`config.mk`:
```
export PLATFORM = sky130hd
export DESIGN_NAME = regfile_wb_arbiter_flat
export DESIGN_NICKNAME = d
export VERILOG_FILES = /design/src/rtl/regfile_pkg.sv /design/src/rtl/regfile_wb_arbiter_if.sv /design/src/rtl/regfile_wb_arbiter_fifo.sv /design/src/rtl/regfile_wb_arbiter.sv /design/src/flat_wrapper.sv
export SDC_FILE = /design/constraint.sdc
export NUM_CORES = 1
export LEC_CHECK = 0
export BUFFER_PORTS_ARGS = -buffer_cell sky130_fd_sc_hd__buf_2
export CORE_MARGIN = 5
export CORE_UTILIZATION = 55
export CTS_CLUSTER_DIAMETER = 150
export CTS_CLUSTER_SIZE = 14
export DETAILED_ROUTE_END_ITERATION = 6
export PLACE_DENSITY = 0.78
export SETUP_SLACK_MARGIN = 0.3
export SYNTH_ARGS = -nofsm -noshare
export SYNTH_HDL_FRONTEND = slang
export SYNTH_SLANG_ARGS = --single-unit
export TNS_END_PERCENT = 100
```
`constraint.sdc`:
```
create_clock -name clk -period 5.44 [get_ports clk]
set_input_delay 0.272 -clock clk [delete_from_list [all_inputs] [get_ports clk]]
set_output_delay 0.272 -clock clk [all_outputs]
set_load 0.02 [all_outputs]
```
`src/rtl/regfile_pkg.sv`:
```
// rtl/regfile_pkg.sv - shared types and constants for the register file write-back path
//
// Purpose: register file geometry, the write-back request record and the
// requester identifiers used by the arbiter and its queues.
// Ports: none (package).
package regfile_pkg;

  localparam int XLEN       = 32;
  localparam int REG_ADDR_W = 5;
  localparam int NUM_REGS   = 32;

  typedef struct packed {
    logic [REG_ADDR_W-1:0] dest;
    logic [XLEN-1:0]       data;
  } wb_req_t;

  typedef enum logic {
    SRC_A,
    SRC_B
  } wb_src_e;

endpackage

```
`src/rtl/regfile_wb_arbiter_if.sv`:
```
// rtl/regfile_wb_arbiter_if.sv - bus bundle between write-back sources, regfile and decode
//
// Purpose: groups the two requester handshakes, the regfile write port,
// the hazard query pair and the idle flag.
// Ports (slave = arbiter side):
//   a_valid/a_ready/a_dest/a_data   ALU write-back request
//   b_valid/b_ready/b_dest/b_data   load write-back request
//   reg_write_en/dest/data          regfile write port
//   q_addr_1/2 -> q_pending_1/2     hazard query
//   idle                            nothing queued or staged
interface regfile_wb_arbiter_if;
  import regfile_pkg::*;

  logic                  a_valid;
  logic                  a_ready;
  logic [REG_ADDR_W-1:0] a_dest;
  logic [XLEN-1:0]       a_data;
  logic                  b_valid;
  logic                  b_ready;
  logic [REG_ADDR_W-1:0] b_dest;
  logic [XLEN-1:0]       b_data;
  logic                  reg_write_en;
  logic [REG_ADDR_W-1:0] reg_write_dest;
  logic [XLEN-1:0]       reg_write_data;
  logic [REG_ADDR_W-1:0] q_addr_1;
  logic [REG_ADDR_W-1:0] q_addr_2;
  logic                  q_pending_1;
  logic                  q_pending_2;
  logic                  idle;

  modport master (
    output a_valid, a_dest, a_data, b_valid, b_dest, b_data, q_addr_1, q_addr_2,
    input  a_ready, b_ready, reg_write_en, reg_write_dest, reg_write_data,
           q_pending_1, q_pending_2, idle
  );

  modport slave (
    input  a_valid, a_dest, a_data, b_valid, b_dest, b_data, q_addr_1, q_addr_2,
    output a_ready, b_ready, reg_write_en, reg_write_dest, reg_write_data,
           q_pending_1, q_pending_2, idle
  );

endinterface

```
`src/rtl/regfile_wb_arbiter_fifo.sv`:
```
// rtl/regfile_wb_arbiter_fifo.sv - per-requester write-back queue
//
// Purpose: DEPTH-entry FIFO of write-back requests with all live entries
// visible for the hazard compare.
// Ports:
//   clk, rst            clock, synchronous active-high reset
//   push, push_req      append an entry (ignored when full)
//   pop                 drop the head (ignored when empty)
//   head                oldest entry
//   full, empty         occupancy flags from the registered count
//   entries             raw storage, indexed by slot
//   entry_valid         per-slot flag: slot holds a queued entry
module wb_fifo
  import regfile_pkg::*;
#(
  parameter int DEPTH = 2
) (
  input  logic                  clk,
  input  logic                  rst,
  input  logic                  push,
  input  wb_req_t               push_req,
  input  logic                  pop,
  output wb_req_t               head,
  output logic                  full,
  output logic                  empty,
  output wb_req_t [DEPTH-1:0]   entries,
  output logic    [DEPTH-1:0]   entry_valid
);

  localparam int PTR_W = $clog2(DEPTH);
  localparam logic [PTR_W:0] DEPTH_CNT = (PTR_W + 1)'(DEPTH);

  wb_req_t [DEPTH-1:0] mem;
  logic [PTR_W-1:0]    wr_ptr;
  logic [PTR_W-1:0]    rd_ptr;
  logic [PTR_W:0]      count;
  logic                push_en;
  logic                pop_en;

  assign full    = (count == DEPTH_CNT);
  assign empty   = (count == '0);
  assign push_en = push && !full;
  assign pop_en  = pop && !empty;
  assign head    = mem[rd_ptr];
  assign entries = mem;

  // A slot is live when its distance from the read pointer (mod DEPTH) is
  // below the occupancy.
  always_comb begin
    entry_valid = '0;
    for (int i = 0; i < DEPTH; i++) begin
      entry_valid[i] = ({1'b0, PTR_W'(i) - rd_ptr} < count);
    end
  end

  always_ff @(posedge clk) begin
    if (rst) begin
      wr_ptr <= '0;
      rd_ptr <= '0;
      count  <= '0;
    end else begin
      if (push_en) wr_ptr <= wr_ptr + PTR_W'(1);
      if (pop_en)  rd_ptr <= rd_ptr + PTR_W'(1);
      case ({push_en, pop_en})
        2'b10:   count <= count + (PTR_W + 1)'(1);
        2'b01:   count <= count - (PTR_W + 1)'(1);
        default: count <= count;
      endcase
    end
  end

  always_ff @(posedge clk) begin
    if (push_en) mem[wr_ptr] <= push_req;
  end

endmodule

```
`src/rtl/regfile_wb_arbiter.sv`:
```
// rtl/regfile_wb_arbiter.sv - round-robin write-back arbiter for the single regfile write port
//
// Purpose: queues ALU and load write-backs, grants one per cycle round-robin
// into a registered write stage, and flags in-flight destinations for decode.
// Ports:
//   clk, rst   clock, synchronous active-high reset
//   bus        regfile_wb_arbiter_if.slave (requesters, write port, hazard query, idle)
module regfile_wb_arbiter
  import regfile_pkg::*;
#(
  parameter int DEPTH = 2
) (
  input  logic                clk,
  input  logic                rst,
  regfile_wb_arbiter_if.slave bus
);

  wb_req_t               a_in, b_in, a_head, b_head, grant_req;
  wb_req_t [DEPTH-1:0]   a_ent, b_ent;
  logic    [DEPTH-1:0]   a_vld, b_vld;
  logic                  a_full, a_empty, b_full, b_empty;
  logic                  grant_a, grant_b;
  wb_src_e               last_grant;
  logic                  wr_en;
  logic [REG_ADDR_W-1:0] wr_dest;
  logic [XLEN-1:0]       wr_data;
  logic                  hit_1, hit_2;

  assign a_in = '{dest: bus.a_dest, data: bus.a_data};
  assign b_in = '{dest: bus.b_dest, data: bus.b_data};

  // Ready comes straight from the registered count; a full queue stays
  // not-ready even in a cycle where it is being popped.
  assign bus.a_ready = !a_full;
  assign bus.b_ready = !b_full;

  wb_fifo #(.DEPTH(DEPTH)) u_fifo_a (
    .clk(clk), .rst(rst),
    .push(bus.a_valid), .push_req(a_in), .pop(grant_a),
    .head(a_head), .full(a_full), .empty(a_empty),
    .entries(a_ent), .entry_valid(a_vld)
  );

  wb_fifo #(.DEPTH(DEPTH)) u_fifo_b (
    .clk(clk), .rst(rst),
    .push(bus.b_valid), .push_req(b_in), .pop(grant_b),
    .head(b_head), .full(b_full), .empty(b_empty),
    .entries(b_ent), .entry_valid(b_vld)
  );

  // On a tie the requester that did not win last time goes first.
  assign grant_a   = !a_empty && (b_empty || last_grant == SRC_B);
  assign grant_b   = !b_empty && !grant_a;
  assign grant_req = grant_a ? a_head : b_head;

  always_ff @(posedge clk) begin
    if (rst) begin
      last_grant <= SRC_B;
      wr_en      <= 1'b0;
      wr_dest    <= '0;
      wr_data    <= '0;
    end else if (grant_a || grant_b) begin
      // r0 writes are drained from the queue but never drive the port.
      wr_en      <= (grant_req.dest != '0);
      wr_dest    <= grant_req.dest;
      wr_data    <= grant_req.data;
      last_grant <= grant_a ? SRC_A : SRC_B;
    end else begin
      wr_en      <= 1'b0;
    end
  end

  assign bus.reg_write_en   = wr_en;
  assign bus.reg_write_dest = wr_dest;
  assign bus.reg_write_data = wr_data;

  always_comb begin
    hit_1 = wr_en && (wr_dest == bus.q_addr_1);
    hit_2 = wr_en && (wr_dest == bus.q_addr_2);
    for (int i = 0; i < DEPTH; i++) begin
      if (a_vld[i] && a_ent[i].dest == bus.q_addr_1) hit_1 = 1'b1;
      if (b_vld[i] && b_ent[i].dest == bus.q_addr_1) hit_1 = 1'b1;
      if (a_vld[i] && a_ent[i].dest == bus.q_addr_2) hit_2 = 1'b1;
      if (b_vld[i] && b_ent[i].dest == bus.q_addr_2) hit_2 = 1'b1;
    end
  end

  assign bus.q_pending_1 = hit_1 && (bus.q_addr_1 != '0);
  assign bus.q_pending_2 = hit_2 && (bus.q_addr_2 != '0);
  assign bus.idle        = a_empty && b_empty && !wr_en;

endmodule

```
`src/flat_wrapper.sv`:
```
// flat-port wrapper written by rule: the top's interface ports become plain ports
module regfile_wb_arbiter_flat import regfile_pkg::*;
#(
  parameter int DEPTH = 2
)
  (clk, rst, bus_a_valid, bus_a_dest, bus_a_data, bus_b_valid, bus_b_dest, bus_b_data, bus_q_addr_1, bus_q_addr_2, bus_a_ready, bus_b_ready, bus_reg_write_en, bus_reg_write_dest, bus_reg_write_data, bus_q_pending_1, bus_q_pending_2, bus_idle);
  regfile_wb_arbiter_if bus_i ();
  input  logic clk;
  input  logic rst;
  input wire logic [$bits(bus_i.a_valid)-1:0] bus_a_valid;
  input wire logic [$bits(bus_i.a_dest)-1:0] bus_a_dest;
  input wire logic [$bits(bus_i.a_data)-1:0] bus_a_data;
  input wire logic [$bits(bus_i.b_valid)-1:0] bus_b_valid;
  input wire logic [$bits(bus_i.b_dest)-1:0] bus_b_dest;
  input wire logic [$bits(bus_i.b_data)-1:0] bus_b_data;
  input wire logic [$bits(bus_i.q_addr_1)-1:0] bus_q_addr_1;
  input wire logic [$bits(bus_i.q_addr_2)-1:0] bus_q_addr_2;
  output wire logic [$bits(bus_i.a_ready)-1:0] bus_a_ready;
  output wire logic [$bits(bus_i.b_ready)-1:0] bus_b_ready;
  output wire logic [$bits(bus_i.reg_write_en)-1:0] bus_reg_write_en;
  output wire logic [$bits(bus_i.reg_write_dest)-1:0] bus_reg_write_dest;
  output wire logic [$bits(bus_i.reg_write_data)-1:0] bus_reg_write_data;
  output wire logic [$bits(bus_i.q_pending_1)-1:0] bus_q_pending_1;
  output wire logic [$bits(bus_i.q_pending_2)-1:0] bus_q_pending_2;
  output wire logic [$bits(bus_i.idle)-1:0] bus_idle;
  assign bus_i.a_valid = bus_a_valid;
  assign bus_i.a_dest = bus_a_dest;
  assign bus_i.a_data = bus_a_data;
  assign bus_i.b_valid = bus_b_valid;
  assign bus_i.b_dest = bus_b_dest;
  assign bus_i.b_data = bus_b_data;
  assign bus_i.q_addr_1 = bus_q_addr_1;
  assign bus_i.q_addr_2 = bus_q_addr_2;
  assign bus_a_ready = bus_i.a_ready;
  assign bus_b_ready = bus_i.b_ready;
  assign bus_reg_write_en = bus_i.reg_write_en;
  assign bus_reg_write_dest = bus_i.reg_write_dest;
  assign bus_reg_write_data = bus_i.reg_write_data;
  assign bus_q_pending_1 = bus_i.q_pending_1;
  assign bus_q_pending_2 = bus_i.q_pending_2;
  assign bus_idle = bus_i.idle;
  regfile_wb_arbiter #(.DEPTH(DEPTH)) u_core (.clk(clk), .rst(rst), .bus(bus_i));
endmodule
```
==> results of run 1 <==
-- sequential cells by signal, summed over array words and instances (netlist names), 2 cells and up --
signal,cells
u_core.u_fifo_b.count,2
u_core.bus.reg_write_dest,5
u_core.u_fifo_a.entries,74
u_core.u_fifo_b.entries,74
u_core.u_fifo_a.count,2
u_core.bus.reg_write_data,32
-- critical path, delay by kind of cell (launching register included) --
family / cells / cell delay, ns
and+or+nand+nor: 3 / 1.17
AOI/OAI and AO/OA: 2 / 0.90
buffers and inverters: 1 / 0.60
DFF: 1 / 0.52
adders and majority gates: 1 / 0.39
-- synthesized netlist by cell type --
cell        n
o311a_1     1
o21ai_0     2
nor4_1      6
inv_1       2
a2111o_1    1
nand3_1    23
xnor2_1    24
a211oi_1    3
ha_1        2
dfxtp_1    47
a222oi_1   13
mux2i_1    49
nor2_1     27
edfxtp_1  148
a21oi_1    32
nor3_1      7
a21o_1      1
buf_1       2
xor2_1     34
or4_1       3
nand4_1     5
nor2b_1     1
or3_1       2
a211o_1     1
buf_2      11
buf_4       3
nor2_2      2
nand2b_1    2
inv_2       1
and3_1      2
mux2_2     26
clkbuf_1   24
o21bai_1    1
a31oi_1     2
o22ai_2     1
nand2_1    71
-- stage by stage --
stage | instance area [um2] | hold slack (ns)
floorplan | 7950 | 0.371
global placement | 8690 | 0.438
detailed placement | 8690 | 0.441
CTS | 9290 | 0.0174
global route | 9290 | 0.00810
finish | 9290 | 0.0313
-- final timing paths --
| path | end | slack, ns | cells after the start |
|---|---|---|---|
| min reg2reg | u_core.bus.reg_write_data[28] | 0.46 | 2 |
| max reg2reg | u_core.u_fifo_b.count[1] | 1.77 | 7 |
| max | u_core.u_fifo_b.count[1] | 1.77 | 7 |
| min | u_core.u_fifo_a.entries[62] | 0.03 | 1 |
-- metal layers --
layer	track usage (%)	vias to the layer above
met5	0	-
met4	6.23	0
met3	4.87	17
met2	33.1	175
met1	26.5	2449
li1	-	2352
-- final cells by class --
cell class,instances,area [um2]
Sequential cell,195,5390
Tap cell,184,230
Multi-Input combinational cell,344,2400
Inverter,3,11.3
Clock buffer,21,450
Clock inverter,11,150
Timing Repair Buffer,132,666
Fill cell,1044,5070
-- logic make-up after synthesis --
group / share of synthesized area [%]
flops: 67.8
fa+ha+maj: 0.315
mux: 9.86
buf+inv: 2.35
xor+xnor: 6.39
compound gates: 4.94
simple gates: 8.38
-- power by group through the flow --
stage / Sequential (mW) / Combinational [mW] / Clock [mW]
final: 2.15 / 1.49 / 1.26
after global routing: 2.18 / 1.63 / 1.35
after CTS: 2.16 / 1.50 / 1.28
after detailed placement: 2.19 / 1.49 / 0
after global placement: 2.17 / 1.45 / 0
after floorplan: 2.22 / 1.01 / 0
==> metrics, run 1 <==
status=complete, no violations; H-tree depth=4; I/O Buffers=130; Worst Clk Skew=0.00528 ns; sequential area share after synthesis=67.8%; most common cell after layout, fill and taps aside=edfxtp_1; Routed WL=16800 um; Clock Latency Late Sink=0.43 ns; Worst setup SP type=flop; wl on met1=7250 um; largest net degree at the start of global routing=48; Die Y=130 um; Leakage=3.48 nW; Post-Place Setup Slack=1.78 ns; crit path kind=flop to flop; vias in the first global route=4968; Seq pwr share=43.9%; clk sinks=195; Netlist cell types=36; CP max FO=44; fin worst setup slack=1.77 ns; CTS tree=yes; syn avg cell area=13.7 um2; combinational share of power=30.3%; WP data required=5.78 ns; global route total overflow=0; initial DRC count=360; First-pass DRT Iterations=5; clock transition at the registers of the reported paths=0.07 ns; Final GP Congestion=0.821; relative slew slack=19.4%; clk buf depth=2; Antenna diodes=0; Switching Share=33.9%; Die X=130 um; Hold Vio Cnt, Final=0; total core area=0.0144 mm2; power share of the clock group=25.8%; initial antenna violation count=0; met3 wire length=1080 um; Num CTS Buffers=17; io pins=131; crit path max-delay cell type=o22ai_2; largest cells by area after synthesis=edfxtp_1, dfxtp_1, mux2i_1; NetSw=1.66 mW; GRT Util Overall=20.1%; clock root buffer=clkbuf_16; cell area after synthesis=0.00795 mm2; Data arrival, critical path=4.02 ns; crit path time final=3.67 ns; drc violations=0; Yosys reg bits=195; layout cells sized above 1=27.9%; first-pass GRT wire length=25600 um; Max Fclk=0.272 GHz; placed cells=858; Worst Setup End Kind=flop; cell taking the most area after synthesis=edfxtp_1; worst min-delay path startpoint=bus_a_data[25]; Vias=4993; Power Density=528 mW/mm2; Max-Cap Viols=0; post-synth top area share=55.9%; most frequent cells in the layout=edfxtp_1, buf_2, nand2_1; cts repair resizes=0; P&R area growth vs syn=17.0%; fin util=64.7%; Period Utilization, post-route=67.5%; final slew viol count=0; via density per instance=5.61; Final TNS setup=0 ns; Power Total=4.91 mW; top sig layer=met4; Crit path top cell by count=nor2_2; max incr delay on CP=0.73 ns; Gate Count Post-Synth=582; Hold WC Path Type=input port to flop; Reg2Reg Launch Point=u_core.u_fifo_b.count[0]; fin nets=783; Ys Warns=0; die area=0.0170 mm2; DP HPWL=11100 um; synthesized net count=672; final antenna-violating net count=0; Initial Util=55.3%; Post-CTS Setup Inserts=0; FP Rows=44; hold_buf cts=0; Pint=3.24 mW; Worst-Margin Slew=1.21 ns; Worst Setup SP=u_core.u_fifo_b.count[0]; crit-path cells=nor2_2 > o22ai_2 > inv_2 > nor2_2 > ha_1 > or3_1 > a21oi_1; Cell Count, Final, Fillers Out=890; WL/cell=18.9 um; VDD IR max=0.306 mV; Setup violations, final=0; met2 WL=8270 um; unrepaired setup endpoints after global routing=no
Note: power is estimated with default switching activity, not from simulation.
==> inputs of run 2 (changes only) <==
==> constraint.sdc (replaced) <==
create_clock -name clk -period 3.8 [get_ports clk]
set_input_delay 0.19 -clock clk [delete_from_list [all_inputs] [get_ports clk]]
set_output_delay 0.19 -clock clk [all_outputs]
set_load 0.02 [all_outputs]
==> metrics, run 2 (same netlist as run 1, synthesis figures left out) <==
io pins=131; global route total overflow=0; Setup violations, final=0; layout cells sized above 1=25.7%; Routed WL=18500 um; via density per instance=5.59; final instance area=0.0101 mm2; Power Density=710 mW/mm2; DP HPWL=11700 um; Antenna diodes=0; initial antenna violation count=0; WL/cell=19.1 um; Max Fclk=0.384 GHz; P&R area growth vs syn=26.6%; Period Utilization, post-route=68.6%; VDD IR max=0.413 mV; final slew viol count=0; drc violations=0; Max-Cap Viols=0; crit path time final=2.60 ns; Die X=130 um; largest net degree at the start of global routing=48; clock transition at the registers of the reported paths=0.06 ns; Num CTS Buffers=17; I/O Buffers=130; clock root buffer=clkbuf_16; Die Y=130 um; clk sinks=195; fill count=1012; crit path kind=flop to output port; Clock Latency Late Sink=0.43 ns; Hold WC Path Type=input port to flop; placed instance area=0.00873 mm2; GRT Util Overall=22.5%; Post-CTS Setup Inserts=0; Final GP Congestion=0.829; most frequent cells in the layout=edfxtp_1, buf_2, dlygate4sd3_1; final antenna-violating net count=0; fin util=70.0%; WP data required=3.61 ns; fin nets=862; Worst Setup End Kind=output port; sequential cell area=0.00539 mm2; Post-Place Setup Slack=1.26 ns; Worst setup SP type=flop; status=complete, no violations; most common cell after layout, fill and taps aside=edfxtp_1; Hold Vio Cnt, Final=0; Worst Clk Skew=0.00754 ns; relative slew slack=19.9%; Final TNS setup=0 ns; vias in the first global route=5576; Vias=5414; CP max FO=21; Initial Util=55.3%; CTS tree=yes; Leakage=3.81 nW; Multi-input gate area=0.00240 mm2; H-tree depth=4; Hold Slack=0.233 ns; first-pass GRT wire length=28700 um; initial DRC count=501; Data arrival, critical path=2.41 ns; unrepaired setup endpoints after global routing=no; total core area=0.0144 mm2; FP Rows=44; First-pass DRT Iterations=5; fin worst setup slack=1.20 ns; clk buf depth=2; Worst-Margin Slew=1.20 ns; die area=0.0170 mm2
-- run 2: stage by stage --
step                      cells  total power [mW]
final                       969              7.14
after detailed placement    863              5.33
after global routing        969              7.52
after floorplan             582              4.62
after CTS                   969              7.16
after global placement      863              5.23
-- run 2: area by class of cell --
type | instances | share of cell area [%]
Clock buffer | 19 | 4.30
Clock inverter | 13 | 1.57
Inverter | 3 | 0.112
Multi-Input combinational cell | 344 | 23.8
Sequential cell | 195 | 53.5
Tap cell | 184 | 2.29
Timing Repair Buffer | 211 | 14.3
-- run 2: final timing paths --
check / slack, ns / end / startpoint / cells past startpoint
setup / recovery: 1.20 / bus_q_pending_2 / u_core.u_fifo_b.rd_ptr / 6
hold / removal: 0.23 / u_core.u_fifo_a.wr_ptr / bus_a_valid / 4
setup reg to reg: 1.25 / u_core.u_fifo_a.count[1] / u_core.u_fifo_b.count[0] / 8
hold reg to reg: 0.46 / u_core.bus.reg_write_data[21] / u_core.bus.reg_write_data[21] / 2
-- run 2: report_power, final --
part	internal [mW]	switching, mW
clock	1.03	0.755
sequential	2.77	0.333
combinational	0.886	1.36
total	4.69	2.45
-- run 2: worst max-delay path: stages, from the launching register on --
cell and delay [ns]:
dfxtp_2 0.49, inv_1 0.11, a21oi_1 0.12, or4_1 0.55, o311a_1 0.36, a21oi_1 0.15, buf_2 0.19
-- run 2: timing repair --
item | 4_1_cts | 5_1_grt
hold buffers | 74 | 0
endpoints found under the hold margin | 148 | 0
gates resized for setup | 0 | 0
endpoints found under the setup margin | 0 | 0
-- run 2: routing by layer --
layer | share of wire [%] | GRT usage [%] | vias up
li1 | - | - | 2511
met4 | 1.1 | 6.66 | 0
met5 | 0 | 0 | -
met1 | 41 | 29.5 | 2623
met2 | 50 | 38.0 | 262
met3 | 7.9 | 4.87 | 18
